--- src/rtl/snoop_pkg.sv ---
// ---------------------------------------------------------------------------
// snoop_pkg
// Shared types for the MSI snooping-coherence subsystem:
//   msi_t       - per-line coherence state (I/S/M)
//   bus_msg_t   - snooped bus transaction kind
//   bus_state_t - shared bus sequencer state
// ---------------------------------------------------------------------------
package snoop_pkg;

    typedef enum logic [1:0] {
        MSI_I = 2'd0,
        MSI_S = 2'd1,
        MSI_M = 2'd2
    } msi_t;

    typedef enum logic [1:0] {
        MSG_NONE   = 2'd0,
        MSG_BUSRD  = 2'd1,
        MSG_BUSRDX = 2'd2,
        MSG_UPGR   = 2'd3
    } bus_msg_t;

    typedef enum logic [1:0] {
        ST_IDLE  = 2'd0,
        ST_SNOOP = 2'd1,
        ST_FILL  = 2'd2,
        ST_DONE  = 2'd3
    } bus_state_t;

endpackage

--- src/rtl/rr_arbiter.sv ---
// ---------------------------------------------------------------------------
// rr_arbiter
// Round-robin arbiter with a rotating priority pointer. The search starts at
// the pointer; when a grant is taken (advance=1) the pointer moves to the
// winner + 1 so the winner has lowest priority next time.
// Ports:
//   clock, reset : rising-edge clock, synchronous active-high reset
//   req[N]       : requesters
//   advance      : consume the current grant and rotate the pointer
//   grant[N]     : one-hot winner (combinational), 0 when req is 0
// ---------------------------------------------------------------------------
module rr_arbiter #(
    parameter int N = 3
) (
    input  logic         clock,
    input  logic         reset,
    input  logic [N-1:0] req,
    input  logic         advance,
    output logic [N-1:0] grant
);
    localparam int PTR_W = (N > 1) ? $clog2(N) : 1;

    logic [PTR_W-1:0] ptr;
    logic [PTR_W-1:0] win;

    // NOTE: every always_comb output gets a default first so no latch is inferred.
    always_comb begin
        logic [PTR_W-1:0] cand;
        logic             found;
        grant = '0;
        win   = ptr;
        found = 1'b0;
        cand  = '0;
        for (int i = 0; i < N; i++) begin
            cand = PTR_W'((int'(ptr) + i) % N);
            if (!found && req[cand]) begin
                grant[cand] = 1'b1;
                win         = cand;
                found       = 1'b1;
            end
        end
    end

    // NOTE: sequential state uses non-blocking assignments only.
    always_ff @(posedge clock) begin
        if (reset) begin
            ptr <= '0;
        end else if (advance) begin
            ptr <= (win == PTR_W'(N - 1)) ? '0 : win + 1'b1;
        end
    end

endmodule

--- src/rtl/snoop_msi_bus.sv ---
// ---------------------------------------------------------------------------
// snoop_msi_bus
// NPROC private direct-mapped MSI caches sharing one snooped bus and a
// word-addressed memory. Hits complete locally in one cycle; misses and
// upgrades run IDLE -> SNOOP -> FILL -> DONE on the bus.
// Ports:
//   clock, reset           : rising-edge clock, synchronous active-high reset
//   req_valid/req_write    : per-processor request, held until req_ready
//   req_addr/req_wdata     : packed per-processor address / write data
//   req_ready/resp_data    : one-cycle completion pulse with read/written data
//   bus_grant/bus_msg/bus_addr : current bus owner, message and address
//   wb_valid               : a memory write-back happens this cycle
// ---------------------------------------------------------------------------
module snoop_msi_bus
    import snoop_pkg::*;
#(
    parameter int NPROC  = 3,
    parameter int ADDR_W = 4,
    parameter int DATA_W = 4,
    parameter int LINES  = 4
) (
    input  logic                    clock,
    input  logic                    reset,
    input  logic [NPROC-1:0]        req_valid,
    input  logic [NPROC-1:0]        req_write,
    input  logic [NPROC*ADDR_W-1:0] req_addr,
    input  logic [NPROC*DATA_W-1:0] req_wdata,
    output logic [NPROC-1:0]        req_ready,
    output logic [NPROC*DATA_W-1:0] resp_data,
    output logic [NPROC-1:0]        bus_grant,
    output logic [1:0]              bus_msg,
    output logic [ADDR_W-1:0]       bus_addr,
    output logic                    wb_valid
);
    localparam int IDX_W     = $clog2(LINES);
    localparam int TAG_W     = (ADDR_W > IDX_W) ? ADDR_W - IDX_W : 1;
    localparam int OWN_W     = $clog2(NPROC);
    localparam int MEM_WORDS = 1 << ADDR_W;
    localparam logic [NPROC-1:0] ONE_HOT0 = 1;

    typedef logic [IDX_W-1:0]  idx_t;
    typedef logic [TAG_W-1:0]  tag_t;
    typedef logic [ADDR_W-1:0] addr_t;
    typedef logic [DATA_W-1:0] data_t;

    function automatic idx_t idx_of(input addr_t a);
        return a[IDX_W-1:0];
    endfunction

    function automatic tag_t tag_of(input addr_t a);
        return tag_t'(a >> IDX_W);
    endfunction

    function automatic addr_t addr_of(input tag_t t, input idx_t i);
        return addr_t'(addr_t'(t) << IDX_W) | addr_t'(i);
    endfunction

    msi_t  line_state [NPROC][LINES];
    tag_t  line_tag   [NPROC][LINES];
    data_t line_data  [NPROC][LINES];
    data_t mem        [MEM_WORDS];

    bus_state_t       state;
    logic [OWN_W-1:0] owner;
    bus_msg_t         msg;
    addr_t            addr_r;
    logic             in_txn;

    assign in_txn = (state != ST_IDLE);

    // Unpacked per-processor views of the packed request buses.
    addr_t p_addr  [NPROC];
    data_t p_wdata [NPROC];

    always_comb begin
        for (int p = 0; p < NPROC; p++) begin
            p_addr[p]  = req_addr[p*ADDR_W +: ADDR_W];
            p_wdata[p] = req_wdata[p*DATA_W +: DATA_W];
        end
    end

    // Request decode. A request is ignored while its ack is showing, and the
    // bus owner's request is not looked at again until its transaction ends.
    logic [NPROC-1:0] hit;
    logic [NPROC-1:0] need;
    bus_msg_t         need_msg [NPROC];

    always_comb begin
        msi_t st;
        logic match;
        logic active;
        st     = MSI_I;
        match  = 1'b0;
        active = 1'b0;
        for (int p = 0; p < NPROC; p++) begin
            st     = line_state[p][idx_of(p_addr[p])];
            match  = (line_tag[p][idx_of(p_addr[p])] == tag_of(p_addr[p]));
            active = req_valid[p] && !req_ready[p] && !(in_txn && owner == OWN_W'(p));
            hit[p]  = active && match && (req_write[p] ? (st == MSI_M) : (st != MSI_I));
            need[p] = active && !hit[p];
            if (!req_write[p])
                need_msg[p] = MSG_BUSRD;
            else if (match && st == MSI_S)
                need_msg[p] = MSG_UPGR;
            else
                need_msg[p] = MSG_BUSRDX;
        end
    end

    // Arbitration only happens in IDLE; the pointer advances on each grant.
    logic [NPROC-1:0] arb_req;
    logic [NPROC-1:0] arb_grant;
    logic [OWN_W-1:0] winner;

    assign arb_req = (state == ST_IDLE) ? need : '0;

    rr_arbiter #(.N(NPROC)) u_arb (
        .clock   (clock),
        .reset   (reset),
        .req     (arb_req),
        .advance (|arb_grant),
        .grant   (arb_grant)
    );

    always_comb begin
        winner = '0;
        for (int p = 0; p < NPROC; p++)
            if (arb_grant[p]) winner = OWN_W'(p);
    end

    // Snoop write-back (another cache holds the line in M) and owner victim
    // eviction (owner's slot is M for a different tag).
    idx_t  bidx;
    tag_t  btag;
    logic  snoop_wb;
    data_t snoop_data;
    logic  victim_wb;
    data_t fill_data;

    assign bidx = idx_of(addr_r);
    assign btag = tag_of(addr_r);

    always_comb begin
        snoop_wb   = 1'b0;
        snoop_data = '0;
        for (int q = 0; q < NPROC; q++) begin
            if (state == ST_SNOOP && owner != OWN_W'(q) && msg != MSG_UPGR &&
                line_state[q][bidx] == MSI_M && line_tag[q][bidx] == btag) begin
                snoop_wb   = 1'b1;
                snoop_data = line_data[q][bidx];
            end
        end
        victim_wb = (state == ST_FILL) && (line_state[owner][bidx] == MSI_M) &&
                    (line_tag[owner][bidx] != btag);
        // A write fills the whole word, so only BusRd takes memory data.
        fill_data = (msg == MSG_BUSRD) ? mem[addr_r] : p_wdata[owner];
    end

    assign wb_valid  = snoop_wb | victim_wb;
    assign bus_grant = in_txn ? (ONE_HOT0 << owner) : '0;
    assign bus_msg   = in_txn ? msg : MSG_NONE;
    assign bus_addr  = in_txn ? addr_r : '0;

    always_ff @(posedge clock) begin
        if (reset) begin
            state     <= ST_IDLE;
            owner     <= '0;
            msg       <= MSG_NONE;
            addr_r    <= '0;
            req_ready <= '0;
            resp_data <= '0;
            // NOTE: cache and memory arrays are reset on purpose: coherence
            // relies on known contents, so these stay flops, not RAM macros.
            for (int p = 0; p < NPROC; p++) begin
                for (int l = 0; l < LINES; l++) begin
                    line_state[p][l] <= MSI_I;
                    line_tag[p][l]   <= '0;
                    line_data[p][l]  <= '0;
                end
            end
            for (int a = 0; a < MEM_WORDS; a++)
                mem[a] <= data_t'(a);
        end else begin
            req_ready <= '0;

            // Local hits; stalled while other caches are being snooped.
            for (int p = 0; p < NPROC; p++) begin
                if (hit[p] && state != ST_SNOOP) begin
                    req_ready[p] <= 1'b1;
                    if (req_write[p]) begin
                        line_data[p][idx_of(p_addr[p])] <= p_wdata[p];
                        resp_data[p*DATA_W +: DATA_W]   <= p_wdata[p];
                    end else begin
                        resp_data[p*DATA_W +: DATA_W]   <= line_data[p][idx_of(p_addr[p])];
                    end
                end
            end

            case (state)
                ST_IDLE: begin
                    if (|arb_grant) begin
                        owner  <= winner;
                        msg    <= need_msg[winner];
                        addr_r <= p_addr[winner];
                        state  <= ST_SNOOP;
                    end
                end
                ST_SNOOP: begin
                    for (int q = 0; q < NPROC; q++) begin
                        if (owner != OWN_W'(q) && line_tag[q][bidx] == btag) begin
                            if (line_state[q][bidx] == MSI_M && msg == MSG_BUSRD)
                                line_state[q][bidx] <= MSI_S;
                            else if (line_state[q][bidx] != MSI_I && msg != MSG_BUSRD)
                                line_state[q][bidx] <= MSI_I;
                        end
                    end
                    if (snoop_wb)
                        mem[addr_r] <= snoop_data;
                    state <= ST_FILL;
                end
                ST_FILL: begin
                    if (victim_wb)
                        mem[addr_of(line_tag[owner][bidx], bidx)] <= line_data[owner][bidx];
                    line_tag[owner][bidx]   <= btag;
                    line_state[owner][bidx] <= (msg == MSG_BUSRD) ? MSI_S : MSI_M;
                    line_data[owner][bidx]  <= fill_data;
                    req_ready[owner]        <= 1'b1;
                    resp_data[int'(owner)*DATA_W +: DATA_W] <= fill_data;
                    state <= ST_DONE;
                end
                default: begin
                    state <= ST_IDLE;
                end
            endcase
        end
    end

endmodule

--- config.mk ---
export PLATFORM = sky130hd
export DESIGN_NAME = snoop_msi_bus
export DESIGN_NICKNAME = d
export VERILOG_FILES = /design/src/rtl/snoop_pkg.sv /design/src/rtl/rr_arbiter.sv /design/src/rtl/snoop_msi_bus.sv
export SDC_FILE = /design/constraint.sdc
export NUM_CORES = 1
export LEC_CHECK = 0
export BUFFER_PORTS_ARGS = -buffer_cell sky130_fd_sc_hd__buf_2
export CAP_MARGIN = 20
export CELL_PAD_IN_SITES_DETAIL_PLACEMENT = 0
export CELL_PAD_IN_SITES_GLOBAL_PLACEMENT = 1
export CORE_MARGIN = 10
export CORE_UTILIZATION = 35
export DETAILED_ROUTE_END_ITERATION = 10
export GPL_ROUTABILITY_DRIVEN = 1
export PLACE_DENSITY_LB_ADDON = 0.1
export SETUP_SLACK_MARGIN = 0.3
export SLEW_MARGIN = 25
export SYNTH_ARGS = -nofsm -noshare
export SYNTH_HDL_FRONTEND = slang
export SYNTH_SLANG_ARGS = --single-unit
--- constraint.sdc ---
create_clock -name clock -period 3.25 [get_ports clock]
set_input_delay 0.1625 -clock clock [delete_from_list [all_inputs] [get_ports clock]]
set_output_delay 0.1625 -clock clock [all_outputs]
set_load 0.1 [all_outputs]
* Yosys cells after proc, flatten, opt, wreduce, memory -nomap -nowiden *
Memory sizes are Yosys's and may differ from the RTL's. A register that Yosys moved wholly into a read port is not among the register bits.
Index checks and enable logic that the tools add are counted.

word-level totals
  logic and storage cells = 582
  memories = 4
  memory bits (writable) = 160
  flip-flop bits (word level) = 27

operators by class
  divide/modulo/power cells = 3
  reduce and logical (&&, ||, !) cells = 84
  $lt $le $gt $ge = 18
  $add $sub $neg = 4
  bitwise logic cells = 107
  shifts and indexed selects = 3
  equal/unequal tests = 29
  muxes and demuxes = 323

memory list
  name        depth  bits a word  rd ports  clocked after memory_dff  wr ports  line                 source
  mem         16     4            1         1                         16        snoop_msi_bus.sv:61  data_t mem [MEM_WORDS];
  line_data   3      16           4         1                         4         snoop_msi_bus.sv:60  data_t line_data [NPROC][LINES];
  line_state  3      8            4         1                         3         snoop_msi_bus.sv:58  msi_t line_state [NPROC][LINES];
  line_tag    3      8            4         1                         3         snoop_msi_bus.sv:59  tag_t line_tag [NPROC][LINES];

operators with widths
  kind                                                                      count
  1-bit two-way mux                                                         171
  4-bit two-way mux                                                         42
  2-bit two-way mux                                                         50
  1-bit bitwise OR                                                          97
  8-bit two-way mux                                                         11
  4-bit binary-select mux with 2-bit select                                 9
  32-bit by 3-bit remainder unit with 32-bit output, second input constant  2
  16-bit two-way mux                                                        4
  2-bit binary-select mux with 2-bit select                                 15
  1-bit logical AND                                                         57
  4-bit negation with 33-bit output                                         1
  4-bit by 33-bit variable shift with 12-bit output, first input constant   1
  4-bit by 33-bit indexed part select with 12-bit output                    1
  4-bit demux with 2-bit select                                             4
  3-bit by 3-bit remainder unit with 32-bit output, second input constant   1
  2-bit == test, second input constant                                      10
  3-bit >= comparator, second input constant                                6
  3-bit two-way mux                                                         6
  2-bit NOT with 3-bit output                                               6
  2-bit nonzero test                                                        8
  8-bit OR reduction                                                        2
  12-bit bitwise mux                                                        1
  2-bit by 1-bit == test with 1-bit output, second input constant           6
  2-bit == test                                                             6
  22 further kinds                                                          54

* Depth between registers and ports, before layout *
  word-level depth = 27
  mapped depth = 13

* By module *
A second synthesis with hierarchy kept.

second synthesis, totals
  cell total of the unflattened synthesis = 1225
  area total of the unflattened synthesis = 13825.8 µm²

modules (own cells, without submodules)
  module         sequential area each (µm²)  cells each  area each (µm²)  times used
  snoop_msi_bus  6386.1                      1161        13336.5          1
  rr_arbiter     40.0                        64          489.2            1

* Worst setup path after synthesis *
Ideal clock, no wire load.

  kind = register to register
  start point = register owner[0]
  end point = register with a tool-made name
  path slack = -0.796 ns
  cell stages (with the launch flop) = 13
  arrival time = 3.913 ns
  setup time = 0.132 ns
  cell sequence = dfxtp_1 > clkinv_1 > ha_1 > nor2b_1 > or3b_2 > a311oi_1 > a22oi_1 > o211ai_1 > a32oi_1 > buf_2 > mux2_2 > o211ai_1 > a21oi_1

RTL lines
  what                      line                  source
  start: declaration        snoop_msi_bus.sv:64   logic [OWN_W-1:0] owner;
  start signal: assignment  snoop_msi_bus.sv:202  owner <= winner;

==> results.md <==
### Status
* **status** complete, no violations

### Synthesis
* **sequential share of the synthesized area** 49.4%
* **post-synthesis instance total** 1,083
* **total of flip-flops plus latches after synthesis** 225
* **Net Count, Synth** 1,129
* **Synth area leader** sky130_fd_sc_hd__edfxtp_1
* **most area-consuming cells after synthesis** sky130_fd_sc_hd__edfxtp_1, sky130_fd_sc_hd__mux4_2, sky130_fd_sc_hd__dfxtp_1
* **proportion of register bits with asynchronous set or reset after synthesis** 0%
* **number of enable-type register cells in the synthesized netlist** 192
* **most instantiated flip-flop cell in the synthesis netlist** sky130_fd_sc_hd__edfxtp_1
* **proportion of netlist area held by the largest area contributor** 44.4%
* **mean instance size in the synthesized netlist** 12.0 um^2
* **library cells used by synthesis** 67
* **total standard cell area after synthesis** 0.0130 mm^2
* **Ys Warns** 0

### Clocking
* **library cell used as clock root buffer** sky130_fd_sc_hd__clkbuf_16
* **clock tree from TritonCTS** built
* **Max clock buf depth** 3
* **clock sink total** 225
* **number of H-tree levels** 1
* **clock latency of the later-clocked register in the worst-skew pair** 580 ps
* **Hold Buf Count CTS** 0
* **number of buffers added by the clock tree synthesis step** 28
* **register clock-pin slew on the reported worst setup and hold paths** 60 ps

### Timing
* **final setup skew** 14.4 ps
* **maximum operating frequency** 309 MHz
* **post-layout min period** 3240 ps
* **max-slew headroom at the worst pin** 58.8%
* **part of the cycle the worst path needs** 99.7%
* **Slew Limit Fails** 0
* **worst slew pin tran** 617 ps
* **unrepaired setup endpoints after global routing** yes
* **final setup violation count** 0
* **Hold Violations, Final** 0

### Global routing
* **layer with the highest usage after global routing** met2
* **vias in the first global route** 10.5k
* **All-Layer GR Usage** 21.1%
* **total congestion overflow after global routing** 0
* **maximum number of pins on one net before global-route repair** 32
* **global routing usage on met3** 3.37%
* **met1 track utilization from global routing** 28.3%
* **global-route wire length before repair** 70,000 um
* **initial antenna violation count** 3
* **met2 demand-to-capacity share in global routing** 34.4%

### Cells and area
* **share of final-layout standard cells stronger than drive strength 1** 49.9%
* **Filler Cell Count** 3,303
* **Final nets** 1,358
* **synth-to-layout area growth** 38.9%
* **final core utilization** 49.3%

### Place
* **final weighted congestion of routability-driven global placement** 0.877
* **total half-perimeter wirelength after legalization and detailed placement** 36,000 um
* **Port-buffer cells** 56

### Detailed routing
* **number of DRC violations after detailed routing** 0
* **post-detailed-routing wire length** 48,800 um
* **routed wire length per instance** 27.1 um
* **post-DR vias/cell** 5.88
* **remaining antenna violation count** 0
* **detailed-router iteration count before antenna repair** 5
* **count of vias placed by the detailed router** 10.6k
* **Iter 0 DRT Violations** 907

### Floorplan
* **number of primary I/O pins** 57
* **Core Footprint** 0.0366 mm^2
* **Initial Util** 35.5%
* **area of the die** 0.0452 mm^2
* **die outline width** 213 um
* **Vert. Die Dim** 213 um
* **FP Rows** 70

### Worst hold path
* **Hold Startpoint** req_wdata[8]
* **HP Class** primary input to register
* **number of cells on the worst hold path** 3

### Setup path
* **Max stage delay cell, worst path** sky130_fd_sc_hd__mux4_2
* **biggest fanout along the worst timing path** 5
* **data arrival time at the worst-slack endpoint** 3530 ps
* **start point of the critical path** line_tag[2][0]
* **startpoint type of the worst setup path** register
* **critical path required time** 3540 ps
* **Worst Path Class, Setup** register to register
* **ordered list of cells on the worst path** buf_6, mux4_2, mux4_2, xnor2_2, a21oi_2, and2_4, buf_6, nand3b_1, o21ai_4, nor2b_4, or2_4
* **Worst path depth** 11
* **cell family with most CP delay** multiplexers
* **startpoint of the worst register-to-register path** line_tag[2][0]
* **slowest stage delay, CP** 550 ps
* **FF-to-FF path depth** 11
* **Bufs and invs on worst path** 2
* **critical path endpoint category** register

### Power
* **peak supply drop** 0.401 mV
* **total power** 0.0127 W
* **P_leak** 6.47 nW
* **power density normalized to cell area** 704 mW/mm^2

### Job
* **max-cap violations** 0

-- through the flow --
stage,setup slack [ps],hold WS (ps),instances,setup TNS (ps),cell area [um^2]
global placement,-343,486,1677,-24960,15000
global route,-85.6,42.1,1802,-2210,18100
floorplan,115,451,1083,0,13400
CTS,59.9,65.8,1780,0,17100
finish,9.19,29.1,1803,0,18100
detailed placement,-400,484,1677,-29880,15000
-- layout by cell type (no fill, tap or decap), types with 12 or more instances in the layout --
| cell | count |
|---|---|
| sky130_fd_sc_hd__edfxtp_1 | 192 |
| sky130_fd_sc_hd__buf_4 | 129 |
| sky130_fd_sc_hd__mux4_2 | 102 |
| sky130_fd_sc_hd__nand2_1 | 87 |
| sky130_fd_sc_hd__buf_6 | 71 |
| sky130_fd_sc_hd__nor2_1 | 63 |
| sky130_fd_sc_hd__buf_2 | 55 |
| sky130_fd_sc_hd__a21oi_1 | 47 |
| sky130_fd_sc_hd__nand2b_1 | 44 |
| sky130_fd_sc_hd__o22ai_2 | 31 |
| sky130_fd_sc_hd__dfxtp_1 | 29 |
| sky130_fd_sc_hd__clkbuf_16 | 29 |
| sky130_fd_sc_hd__o22ai_1 | 28 |
| sky130_fd_sc_hd__nand2_4 | 21 |
| sky130_fd_sc_hd__nor2_4 | 21 |
| sky130_fd_sc_hd__nand2b_4 | 19 |
| sky130_fd_sc_hd__o21ai_0 | 19 |
| sky130_fd_sc_hd__nand2_2 | 19 |
| sky130_fd_sc_hd__inv_1 | 17 |
| sky130_fd_sc_hd__nand3_1 | 13 |
| sky130_fd_sc_hd__nor2_2 | 13 |
| sky130_fd_sc_hd__ha_1 | 13 |
| sky130_fd_sc_hd__buf_12 | 12 |
-- per-layer routing --
| layer | up-vias | routed length, um |
|---|---|---|
| met5 | - | 7 |
| met4 | 2 | 1560 |
| met3 | 83 | 2930 |
| met2 | 386 | 23500 |
| met1 | 5476 | 20800 |
| li1 | 4651 | - |
-- Yosys cell counts, types with 17 or more instances --
| cell type | count |
|---|---|
| sky130_fd_sc_hd__inv_1 | 17 |
| sky130_fd_sc_hd__nand2b_1 | 63 |
| sky130_fd_sc_hd__mux4_2 | 101 |
| sky130_fd_sc_hd__nand2_1 | 129 |
| sky130_fd_sc_hd__clkbuf_1 | 48 |
| sky130_fd_sc_hd__nor2b_1 | 21 |
| sky130_fd_sc_hd__a21oi_1 | 55 |
| sky130_fd_sc_hd__o22ai_1 | 60 |
| sky130_fd_sc_hd__edfxtp_1 | 192 |
| sky130_fd_sc_hd__nor2_1 | 97 |
| sky130_fd_sc_hd__dfxtp_1 | 33 |
| sky130_fd_sc_hd__o21ai_0 | 28 |
| sky130_fd_sc_hd__nand3_1 | 25 |
-- tightest hold or removal path: stages --
cell	delay [ps]
sky130_fd_sc_hd__buf_2	140
sky130_fd_sc_hd__nand2_4	90
sky130_fd_sc_hd__o22ai_2	80
-- registers in the layout, summed over array words and instances (netlist names), 3 cells and up, named ones only --
| signal | count |
|---|---|
| resp_data | 12 |
| req_ready | 3 |
| addr_r | 4 |
| line_data | 64 |
| mem | 64 |
| line_tag | 32 |
| line_state | 32 |
-- cell families (layout without fill, tap and decap cells) --
logic type | after synthesis | count (layout) | share of synthesized area, %
compound gates | 220 | 220 | 11.1
other cells | 0 | 1 | 0
mux | 122 | 122 | 19.5
simple gates | 396 | 396 | 14.6
xor+xnor | 14 | 14 | 1.06
flops | 225 | 225 | 49.4
fa+ha+maj | 14 | 14 | 1.35
buf+inv | 92 | 343 | 2.96
-- power by group --
part | switching, W | internal (W) | leakage, nW | total (W)
Combinational | 0.00339 | 0.00263 | 3.92 | 0.00601
Sequential | 0.000235 | 0.00338 | 2.11 | 0.00361
Clock | 0.00133 | 0.00175 | 0.433 | 0.00308
Total | 0.00496 | 0.00775 | 6.47 | 0.0127
-- worst paths after layout --
| check | to | slack (ps) |
|---|---|---|
| max reg2reg | mem[11][1] | 9 |
| max | mem[11][1] | 9 |
| min | line_data[2][8] | 30 |
| min reg2reg | msg[1] | 490 |
-- area by class of cell --
class                           instances  area [um^2]  area share (%)
Clock inverter                         20          181            1.00
Clock buffer                           32          716            3.96
Tap cell                              468          586            3.24
Antenna cell                            1         2.50          0.0139
Sequential cell                       225         6440            35.7
Multi-Input combinational cell        766         7680            42.5
Timing Repair Buffer                  271         2380            13.2
Inverter                               20         80.1           0.443
-- timing repair --
item | 4_1_cts | 5_1_grt
endpoints found under the setup margin | 211 | 219
pin swaps | 65 | 73
buffers inserted | 48 | 21
gates cloned | 3 | 1
resized for setup | 143 | 182
(Power assumes the default switching activity.)
